[src/rtl/mux_pipe_if.sv]
// mux_pipe_if: bundle of the channel-side and output-side handshake signals
// of mux_pipe. The master modport belongs to whoever drives the channels and
// consumes y; the slave modport belongs to mux_pipe itself.
interface mux_pipe_if #(
    parameter int WIDTH    = 2,
    parameter int CHANNELS = 4,
    parameter int SEL_W    = 2
);
    logic [CHANNELS*WIDTH-1:0] ch_data;
    logic [CHANNELS-1:0]       ch_valid;
    logic [CHANNELS-1:0]       ch_ready;
    logic [SEL_W-1:0]          sel;
    logic                      mode;
    logic [WIDTH-1:0]          y;
    logic                      y_valid;
    logic [SEL_W-1:0]          y_ch;
    logic                      out_ready;

    modport master (
        output ch_data, ch_valid, sel, mode, out_ready,
        input  ch_ready, y, y_valid, y_ch
    );

    modport slave (
        input  ch_data, ch_valid, sel, mode, out_ready,
        output ch_ready, y, y_valid, y_ch
    );
endinterface

[src/rtl/mux_pipe.sv]
// mux_pipe: registered N-to-1 channel multiplexer with a one-word output slot.
// mode=0 takes the channel named by sel; mode=1 scans round-robin from the
// channel after the last one granted. A word moves into y when the slot is
// free (empty or being consumed) and the candidate channel is valid; the
// candidate then sees a one-cycle ch_ready strobe.
//
// Handshake: a channel word is accepted in a cycle where ch_valid[i] and
// ch_ready[i] are both 1 at the rising edge; y is consumed in a cycle where
// y_valid and out_ready are both 1 at the rising edge.
//
// Optional feature: define MUX_PIPE_STALL_CNT_EN to add a 16-bit saturating
// stall_cnt output counting cycles with y_valid=1 and out_ready=0.
module mux_pipe #(
    parameter int WIDTH    = 2,
    parameter int CHANNELS = 4,
    parameter int SEL_W    = 2
) (
    input  logic       clk,
    input  logic       rst_n,
    mux_pipe_if.slave  bus
`ifdef MUX_PIPE_STALL_CNT_EN
    ,
    output logic [15:0] stall_cnt
`endif
);

    logic [WIDTH-1:0] r_y;
    logic             r_y_valid;
    logic [SEL_W-1:0] r_y_ch;
    logic [SEL_W-1:0] r_last_grant;

    logic             w_slot_free;
    logic [SEL_W-1:0] w_cand;
    logic             w_cand_ok;
    logic             w_cand_valid;
    logic [WIDTH-1:0] w_cand_data;
    logic             w_xfer;

    assign w_slot_free = !r_y_valid || bus.out_ready;

    // Candidate selection: fixed select (out-of-range sel gives none) or
    // round-robin scan starting just after the last granted channel.
    always_comb begin
        int v_idx;
        w_cand    = '0;
        w_cand_ok = 1'b0;
        v_idx     = 0;
        if (!bus.mode) begin
            w_cand    = bus.sel;
            w_cand_ok = (int'(bus.sel) < CHANNELS);
        end else begin
            for (int k = 1; k <= CHANNELS; k++) begin
                v_idx = int'(r_last_grant) + k;
                if (v_idx >= CHANNELS) begin
                    v_idx = v_idx - CHANNELS;
                end
                if (!w_cand_ok && bus.ch_valid[v_idx]) begin
                    w_cand    = SEL_W'(v_idx);
                    w_cand_ok = 1'b1;
                end
            end
        end
    end

    // Pick only the candidate's valid and data; other channels never reach y.
    always_comb begin
        w_cand_valid = 1'b0;
        w_cand_data  = '0;
        for (int i = 0; i < CHANNELS; i++) begin
            if (w_cand_ok && (int'(w_cand) == i)) begin
                w_cand_valid = bus.ch_valid[i];
                w_cand_data  = bus.ch_data[i*WIDTH +: WIDTH];
            end
        end
    end

    assign w_xfer = rst_n && w_slot_free && w_cand_valid;

    // One-hot accept strobe at the candidate on a transfer, zero otherwise.
    always_comb begin
        bus.ch_ready = '0;
        for (int i = 0; i < CHANNELS; i++) begin
            if (w_xfer && (int'(w_cand) == i)) begin
                bus.ch_ready[i] = 1'b1;
            end
        end
    end

    // Output slot: load on transfer, drop valid on a consume without refill.
    always_ff @(posedge clk or negedge rst_n) begin
        if (!rst_n) begin
            r_y          <= '0;
            r_y_ch       <= '0;
            r_y_valid    <= 1'b0;
            r_last_grant <= SEL_W'(CHANNELS - 1);
        end else if (w_xfer) begin
            r_y          <= w_cand_data;
            r_y_ch       <= w_cand;
            r_y_valid    <= 1'b1;
            r_last_grant <= w_cand;
        end else if (bus.out_ready) begin
            r_y_valid    <= 1'b0;
        end
    end

    assign bus.y       = r_y;
    assign bus.y_ch    = r_y_ch;
    assign bus.y_valid = r_y_valid;

`ifdef MUX_PIPE_STALL_CNT_EN
    logic [15:0] r_stall_cnt;

    // Saturating count of cycles the held word waits on downstream.
    always_ff @(posedge clk or negedge rst_n) begin
        if (!rst_n) begin
            r_stall_cnt <= '0;
        end else if (r_y_valid && !bus.out_ready && (r_stall_cnt != 16'hFFFF)) begin
            r_stall_cnt <= r_stall_cnt + 16'd1;
        end
    end

    assign stall_cnt = r_stall_cnt;
`endif

endmodule

[src/flat_wrapper.sv]
// flat-port wrapper written by rule: the top's interface ports become plain ports
module mux_pipe_flat 
#(
    parameter int WIDTH    = 2,
    parameter int CHANNELS = 4,
    parameter int SEL_W    = 2
)
  (clk, rst_n, bus_ch_data, bus_ch_valid, bus_sel, bus_mode, bus_out_ready, bus_ch_ready, bus_y, bus_y_valid, bus_y_ch);
  mux_pipe_if #(.WIDTH(WIDTH), .CHANNELS(CHANNELS), .SEL_W(SEL_W)) bus_i ();
  input  logic clk;
  input  logic rst_n;
  input wire logic [$bits(bus_i.ch_data)-1:0] bus_ch_data;
  input wire logic [$bits(bus_i.ch_valid)-1:0] bus_ch_valid;
  input wire logic [$bits(bus_i.sel)-1:0] bus_sel;
  input wire logic [$bits(bus_i.mode)-1:0] bus_mode;
  input wire logic [$bits(bus_i.out_ready)-1:0] bus_out_ready;
  output wire logic [$bits(bus_i.ch_ready)-1:0] bus_ch_ready;
  output wire logic [$bits(bus_i.y)-1:0] bus_y;
  output wire logic [$bits(bus_i.y_valid)-1:0] bus_y_valid;
  output wire logic [$bits(bus_i.y_ch)-1:0] bus_y_ch;
  assign bus_i.ch_data = bus_ch_data;
  assign bus_i.ch_valid = bus_ch_valid;
  assign bus_i.sel = bus_sel;
  assign bus_i.mode = bus_mode;
  assign bus_i.out_ready = bus_out_ready;
  assign bus_ch_ready = bus_i.ch_ready;
  assign bus_y = bus_i.y;
  assign bus_y_valid = bus_i.y_valid;
  assign bus_y_ch = bus_i.y_ch;
  mux_pipe #(.WIDTH(WIDTH), .CHANNELS(CHANNELS), .SEL_W(SEL_W)) u_core (.clk(clk), .rst_n(rst_n), .bus(bus_i));
endmodule
[config.mk]
export PLATFORM = sky130hd
export DESIGN_NAME = mux_pipe_flat
export DESIGN_NICKNAME = d
export VERILOG_FILES = /design/src/rtl/mux_pipe_if.sv /design/src/rtl/mux_pipe.sv /design/src/flat_wrapper.sv
export SDC_FILE = /design/constraint.sdc
export NUM_CORES = 1
export LEC_CHECK = 0
export BUFFER_PORTS_ARGS = -buffer_cell sky130_fd_sc_hd__buf_2
export CORE_AREA = 2 2 39 41
export DETAILED_ROUTE_END_ITERATION = 12
export DIE_AREA = 0 0 41 43
export PLACE_DENSITY = 0.78
export SLEW_MARGIN = 20
export SYNTH_ARGS = -nofsm -noshare
export SYNTH_HDL_FRONTEND = slang
export SYNTH_SLANG_ARGS = --single-unit
[constraint.sdc]
create_clock -name clk -period 8.5 [get_ports clk]
set_clock_uncertainty 0.05 [all_clocks]
set_input_delay 0.425 -clock clk [delete_from_list [all_inputs] [get_ports clk]]
set_output_delay 0.425 -clock clk [all_outputs]
set_load 0.05 [all_outputs]
### Word level (Yosys, flattened, before mapping)

Cells that the tools add are included.

| word-level totals | value |
|---|---|
| register bits after elaboration | 7 |
| bits in latches | 0 |
| RAM bits | 0 |
| memory bits (read-only) | 0 |
| input port bits | 18 |
| logic and storage cells | 90 |
| memories kept | 0 |

| cells by class | value |
|---|---|
| $add $sub $neg | 8 |
| multipliers | 0 |
| divide/modulo/power cells | 0 |
| $lt $le $gt $ge | 8 |
| eq/ne operators | 3 |
| shift operators | 0 |
| mux-type cells | 47 |
| bitwise operators | 0 |
| reductions and logical operators | 20 |

Operators with widths:

| kind | number |
|---|---|
| 32-bit two-way mux | 8 |
| 32-bit by 4-bit >= comparator with 1-bit output, second input constant | 4 |
| 32-bit by 4-bit less-than comparator with 1-bit output, second input constant | 4 |
| 32-bit by 4-bit subtractor with 32-bit output, second input constant | 4 |
| 1-bit two-way mux | 26 |
| 2-bit two-way mux | 9 |
| 1-bit logical AND | 13 |
| 1-bit binary-select mux with 2-bit select | 4 |
| 2-bit by 2-bit adder with 3-bit output, second input constant | 2 |
| 2-bit by 3-bit adder with 4-bit output, second input constant | 1 |
| 2-bit == test, second input constant | 2 |
| 1-bit logical NOT | 4 |
| 2-bit by 1-bit adder with 3-bit output, second input constant | 1 |
| 2-bit by 1-bit == test with 1-bit output, second input constant | 1 |
| 2-bit logical NOT | 1 |
| 2-bit nonzero test | 1 |
| 1-bit logical OR | 1 |

### Depth between registers and ports, before layout

| logic depth | value |
|---|---|
| word-level depth | 30 |
| depth in mapped cells | 8 |
| mapped depth without buffers | 7 |

### Worst setup path before layout

No wires, ideal clock.

| timing | value |
|---|---|
| path type | input-to-output |
| start | in bus_ch_valid[1] |
| end | out bus_ch_ready[0] |
| arrival time | 3.176 ns |
| slack | 4.849 ns |
| stages | 7 |
| path buffers | 0 |
| cells stage by stage | or4b_1 -> o31ai_2 -> nor3_2 -> a311oi_4 -> mux2i_1 -> o2111ai_1 -> nor3_1 |

| on the way | value |
|---|---|
| cells in the longest elaborated chain, start to end | 26 |

RTL lines:

| item | line | text |
|---|---|---|
| start, declared | flat_wrapper.sv:13 | `input wire logic [$bits(bus_i.ch_valid)-1:0] bus_ch_valid;` |
| 1-bit binary-select mux with 2-bit select | mux_pipe.sv:57 | `if (!w_cand_ok && bus.ch_valid[v_idx]) begin` |
| 1-bit two-way mux (not written as such) (2 in series) | mux_pipe.sv:57 |  |
| 1-bit two-way mux | mux_pipe.sv:57 |  |
| 1-bit two-way mux | mux_pipe.sv:48 | `if (!bus.mode) begin` |
| 1-bit logical NOT | mux_pipe.sv:57 |  |
| 1-bit logical AND | mux_pipe.sv:57 |  |
| 1-bit two-way mux | mux_pipe.sv:57 |  |
| 1-bit two-way mux | mux_pipe.sv:48 |  |
| [... 6 more ...] | - |  |
| 2-bit two-way mux | mux_pipe.sv:57 |  |
| 2-bit two-way mux | mux_pipe.sv:48 |  |
| 2-bit logical NOT | mux_pipe.sv:70, mux_pipe.sv:83 |  |
| 1-bit logical AND | mux_pipe.sv:70 | `if (w_cand_ok && (int'(w_cand) == i)) begin` |
| 1-bit two-way mux (4 in series) | mux_pipe.sv:70 |  |
| 1-bit logical AND | mux_pipe.sv:77 | `assign w_xfer = rst_n && w_slot_free && w_cand_valid;` |
| 1-bit logical AND * | mux_pipe.sv:83 | `if (w_xfer && (int'(w_cand) == i)) begin` |
| 1-bit two-way mux * | mux_pipe.sv:83 |  |
| end, declared | flat_wrapper.sv:17 | `output wire logic [$bits(bus_i.ch_ready)-1:0] bus_ch_ready;` |

Mark *: on every way between the ends. The rest lies on a longest branch, timed or not. The select of a mux whose other input is x is not followed.

### Worst setup path after layout

| timing | value |
|---|---|
| start | reg u_core.r_last_grant[1] |
| end | out bus_ch_ready[2] |

| on the way | value |
|---|---|
| cells in the longest elaborated chain, start to end | 30 |

RTL lines:

| item | line | text |
|---|---|---|
| start, declared | mux_pipe.sv:30 | `logic [SEL_W-1:0] r_last_grant;` |
| start signal, assigned | mux_pipe.sv:95 | `r_last_grant <= SEL_W'(CHANNELS - 1);` |
| start signal, assigned | mux_pipe.sv:100 | `r_last_grant <= w_cand;` |
| 2-bit by 1-bit adder with 3-bit output | mux_pipe.sv:53 | `v_idx = int'(r_last_grant) + k;` |
| 32-bit by 4-bit subtractor with 32-bit output / 32-bit by 4-bit >= comparator with 1-bit output (equally long branches) | mux_pipe.sv:55, mux_pipe.sv:54 |  |
| 32-bit two-way mux | mux_pipe.sv:54 | `if (v_idx >= CHANNELS) begin` |
| 32-bit two-way mux | mux_pipe.sv:48 |  |
| 1-bit binary-select mux with 2-bit select | mux_pipe.sv:57 |  |
| 1-bit two-way mux (not written as such) (2 in series) | mux_pipe.sv:57 |  |
| 1-bit two-way mux | mux_pipe.sv:57 |  |
| 1-bit two-way mux | mux_pipe.sv:48 |  |
| [... 10 more ...] | - |  |
| 2-bit two-way mux | mux_pipe.sv:57 |  |
| 2-bit two-way mux | mux_pipe.sv:48 |  |
| 2-bit logical NOT | mux_pipe.sv:70 |  |
| 1-bit logical AND | mux_pipe.sv:70 |  |
| 1-bit two-way mux (4 in series) | mux_pipe.sv:70 |  |
| 1-bit logical AND | mux_pipe.sv:77 |  |
| 1-bit logical AND * | mux_pipe.sv:83 |  |
| 1-bit two-way mux * | mux_pipe.sv:83 |  |

Marks and branches as above.

==> flow_summary.json <==
{
  "cts-root-buf": "clkbuf_4",
  "clk_path_buf_depth": 2,
  "p_int_mw": 0.125,
  "n_fill_cell": 128,
  "rsz0062_at_grt": "no",
  "synth_top_area_cell": "dfrtp_1",
  "period_needed_ps": 3490,
  "wl_per_cell_um": 12.7,
  "synth_top_family_by_area": "simple AND/OR/NAND/NOR gates",
  "insertion_delay_ps": 260,
  "portBuffers": 26,
  "power_leakage_nw": 0.385,
  "p_switching_mw": 0.120,
  "synth_nets": 81,
  "drive_above_1_share_pct": 45.2,
  "ioPinCount": 27,
  "final_nets": 112,
  "placed_cell_area_um2": 746,
  "start_util_pct": 43.9,
  "gp_congestion": 0.751,
  "cts_resized": 0,
  "dp_slack_ps": 5170,
  "cts.sinks": 7,
  "ys_ff_latch": 7,
  "cp.required_ps": 8030,
  "hold_violations": 0,
  "area_growth_pct": 29.1,
  "grt_pass1_vias": 561,
  "cts_buffers": 3,
  "die_h_um": 43,
  "grt.total_usage_pct": 19.2,
  "viasPerCell": 5.36,
  "vias": 584,
  "m1WireLength_um": 618,
  "whs_ps": 423,
  "hold_path_class": "input port to register",
  "critPathKind": "register to output port",
  "num_rows": 14,
  "power.share.sequential_pct": 26.8,
  "wl_met2_um": 641,
  "num_antenna_cells": 0,
  "end_kind": "output port",
  "drt_iter0_drc": 10,
  "status": "completed",
  "synth_compound_area_share_pct": 22.3,
  "synth_top_cell_area_share_pct": 20.6,
  "grt_first_pass_wirelength_um": 2320,
  "synth_fa_ha_area_share_pct": 0,
  "worst_pin_slew_ps": 678,
  "syn_avg_cell_area_um2": 9.63,
  "synthCells": 63,
  "fin_setup_tns_ps": 0,
  "period_share_pct": 41.1,
  "synthXorXnorAreaFrac_pct": 0,
  "postRouteAntennaNets": 0,
  "setup_viol": 0,
  "die_width_um": 41,
  "synth-simple-area-share_pct": 22.9,
  "combinationalPowerShare_pct": 60.7,
  "synthMostInstantiatedCell": "nand2b_1",
  "pwr_density_cell_nw_per_um2": 313,
  "max-vdd-ir-drop_uv": 291,
  "cts_max_level": 1,
  "clk_pin_slew_ps": 60,
  "route.detailed.drc": 0,
  "dr.pass1.iters": 3,
  "overflow": 0,
  "grt_max_degree": 10,
  "synthMuxAreaShare_pct": 20.6,
  "ys_async_sr_fraction_pct": 100,
  "slew_violations": 0,
  "synthesis.area_um2": 607,
  "arrival_ps": 3020,
  "slew_headroom_pct": 54.4,
  "final_cell_area_um2": 783,
  "holdPathStages": 3,
  "detailed_place_hpwl_um": 1120,
  "yosys-top-cells-area": "dfrtp_1 21%, mux2_4 12%, dfstp_2 8.7%, mux2i_1 8.2%, nand2b_1 8.2%",
  "worst_setup_path_start_kind": "register",
  "worst_slack_ps": 5010,
  "routed_wl_um": 1390,
  "fmax_mhz": 286,
  "synth_edf_count": 0,
  "tritoncts": "yes",
  "switching_share_pct": 49.1,
  "design.core.area_um2": 1380,
  "r2r_cells": 7,
  "ys_seq_area_share_pct": 29.3,
  "dieArea_um2": 1760,
  "clkPwrFrac_pct": 12.5,
  "route.met3.wl_um": 93,
  "maxCapViolations": 0,
  "yosysWarningCount": 0,
  "cp_max_fo": 9,
  "maxUsedRoutingLayer": "met4",
  "ys_types": 25,
  "antenna_found_initial": 0,
  "synth_top_flop_cell": "dfrtp_1"
}
[registers in the layout (all words and copies together), names as in the netlist]
name,cells
u_core.bus.y,2
u_core.bus.y_ch,2
u_core.r_last_grant,2
u_core.bus.y_valid,1
[power by group through the flow]
stage | sequential [mW] | combinational [mW] | clock, mW
4_1_cts | 0.0660 | 0.150 | 0.0317
6_report | 0.0657 | 0.149 | 0.0306
3_3_place_gp | 0.0657 | 0.146 | 0
3_5_place_dp | 0.0664 | 0.148 | 0
2_1_floorplan | 0.104 | 0.0802 | 0
5_1_grt | 0.0688 | 0.159 | 0.0325
[what timing repair did]
item | in CTS | in global routing
setup endpoints to repair | 0 | 0
endpoints found under the hold margin | 5 | 0
hold buffers | 1 | 0
setup buffers | 0 | 0
[metal layers]
layer	vias to the layer above	global-route usage [%]
li1	294	-
met1	266	23.9
met2	20	30.9
met3	4	1.57
met4	0	10.0
met5	-	0
[area by class of cell]
type                    count  area, um^2  share of cell area (%)
multi-input cells          50         399                    51.0
clock buffers               3        22.5                    2.88
well taps                  16        20.0                    2.56
flip-flops and latches      7         178                    22.7
clock inverters             1        5.00                   0.639
repair buffers             27         140                    17.9
inverters                   5        18.8                    2.40
[per-stage QoR]
| stage | power, mW | std cells | util, % |
|---|---|---|---|
| after floorplan | 0.184 | 63 | - |
| after global placement | 0.212 | 104 | 53.9 |
| after detailed placement | 0.214 | 104 | 53.9 |
| after CTS | 0.247 | 109 | 56.6 |
| after global routing | 0.260 | 109 | 56.6 |
| final | 0.245 | 109 | 56.6 |
[layout by cell type, fill, tap and decap left out, types with 2 or more instances in the layout]
| master | netlist | layout |
|---|---|---|
| a21oi_1 | 4 | 4 |
| o21ai_0 | 3 | 3 |
| buf_2 | 0 | 26 |
| nand2b_1 | 8 | 8 |
| mux2i_1 | 5 | 5 |
| mux2_4 | 5 | 5 |
| dfstp_2 | 2 | 2 |
| dfrtp_1 | 5 | 5 |
| nor2_1 | 4 | 4 |
| nor3_1 | 5 | 5 |
| inv_1 | 5 | 5 |
| or2_2 | 2 | 2 |
| clkbuf_4 | 0 | 3 |
| o31ai_1 | 2 | 2 |
[worst max-delay path, stage by stage (launching register included)]
cell       delay (ps)
dfstp_2           390
or4b_1            540
o31ai_2           130
nor3_2            120
a311oi_4          540
mux2i_1           290
o2111ai_1         220
nor3_1            220
buf_2             300
[final timing paths]
| check | start | endpoint | slack, ps |
|---|---|---|---|
| worst max-delay path | u_core.r_last_grant[1] | bus_ch_ready[2] | 5010 |
| worst min-delay path | bus_out_ready | u_core.bus.y_valid | 420 |
| worst max register to register | u_core.r_last_grant[1] | u_core.bus.y[1] | 5540 |
| worst min register to register | u_core.bus.y[0] | u_core.bus.y[0] | 460 |
| max in group asynchronous | rst_n | u_core.r_last_grant[0] | 7670 |
| min in group asynchronous | rst_n | u_core.bus.y_ch[1] | 490 |
[cell families (layout without fill, tap and decap cells)]
kind of cell | after synthesis | after routing
simple gates | 24 | 24
compound gates | 16 | 16
mux | 10 | 10
flops | 7 | 7
buf+inv | 6 | 36
No activity file was read; power rests on OpenSTA's default activity.
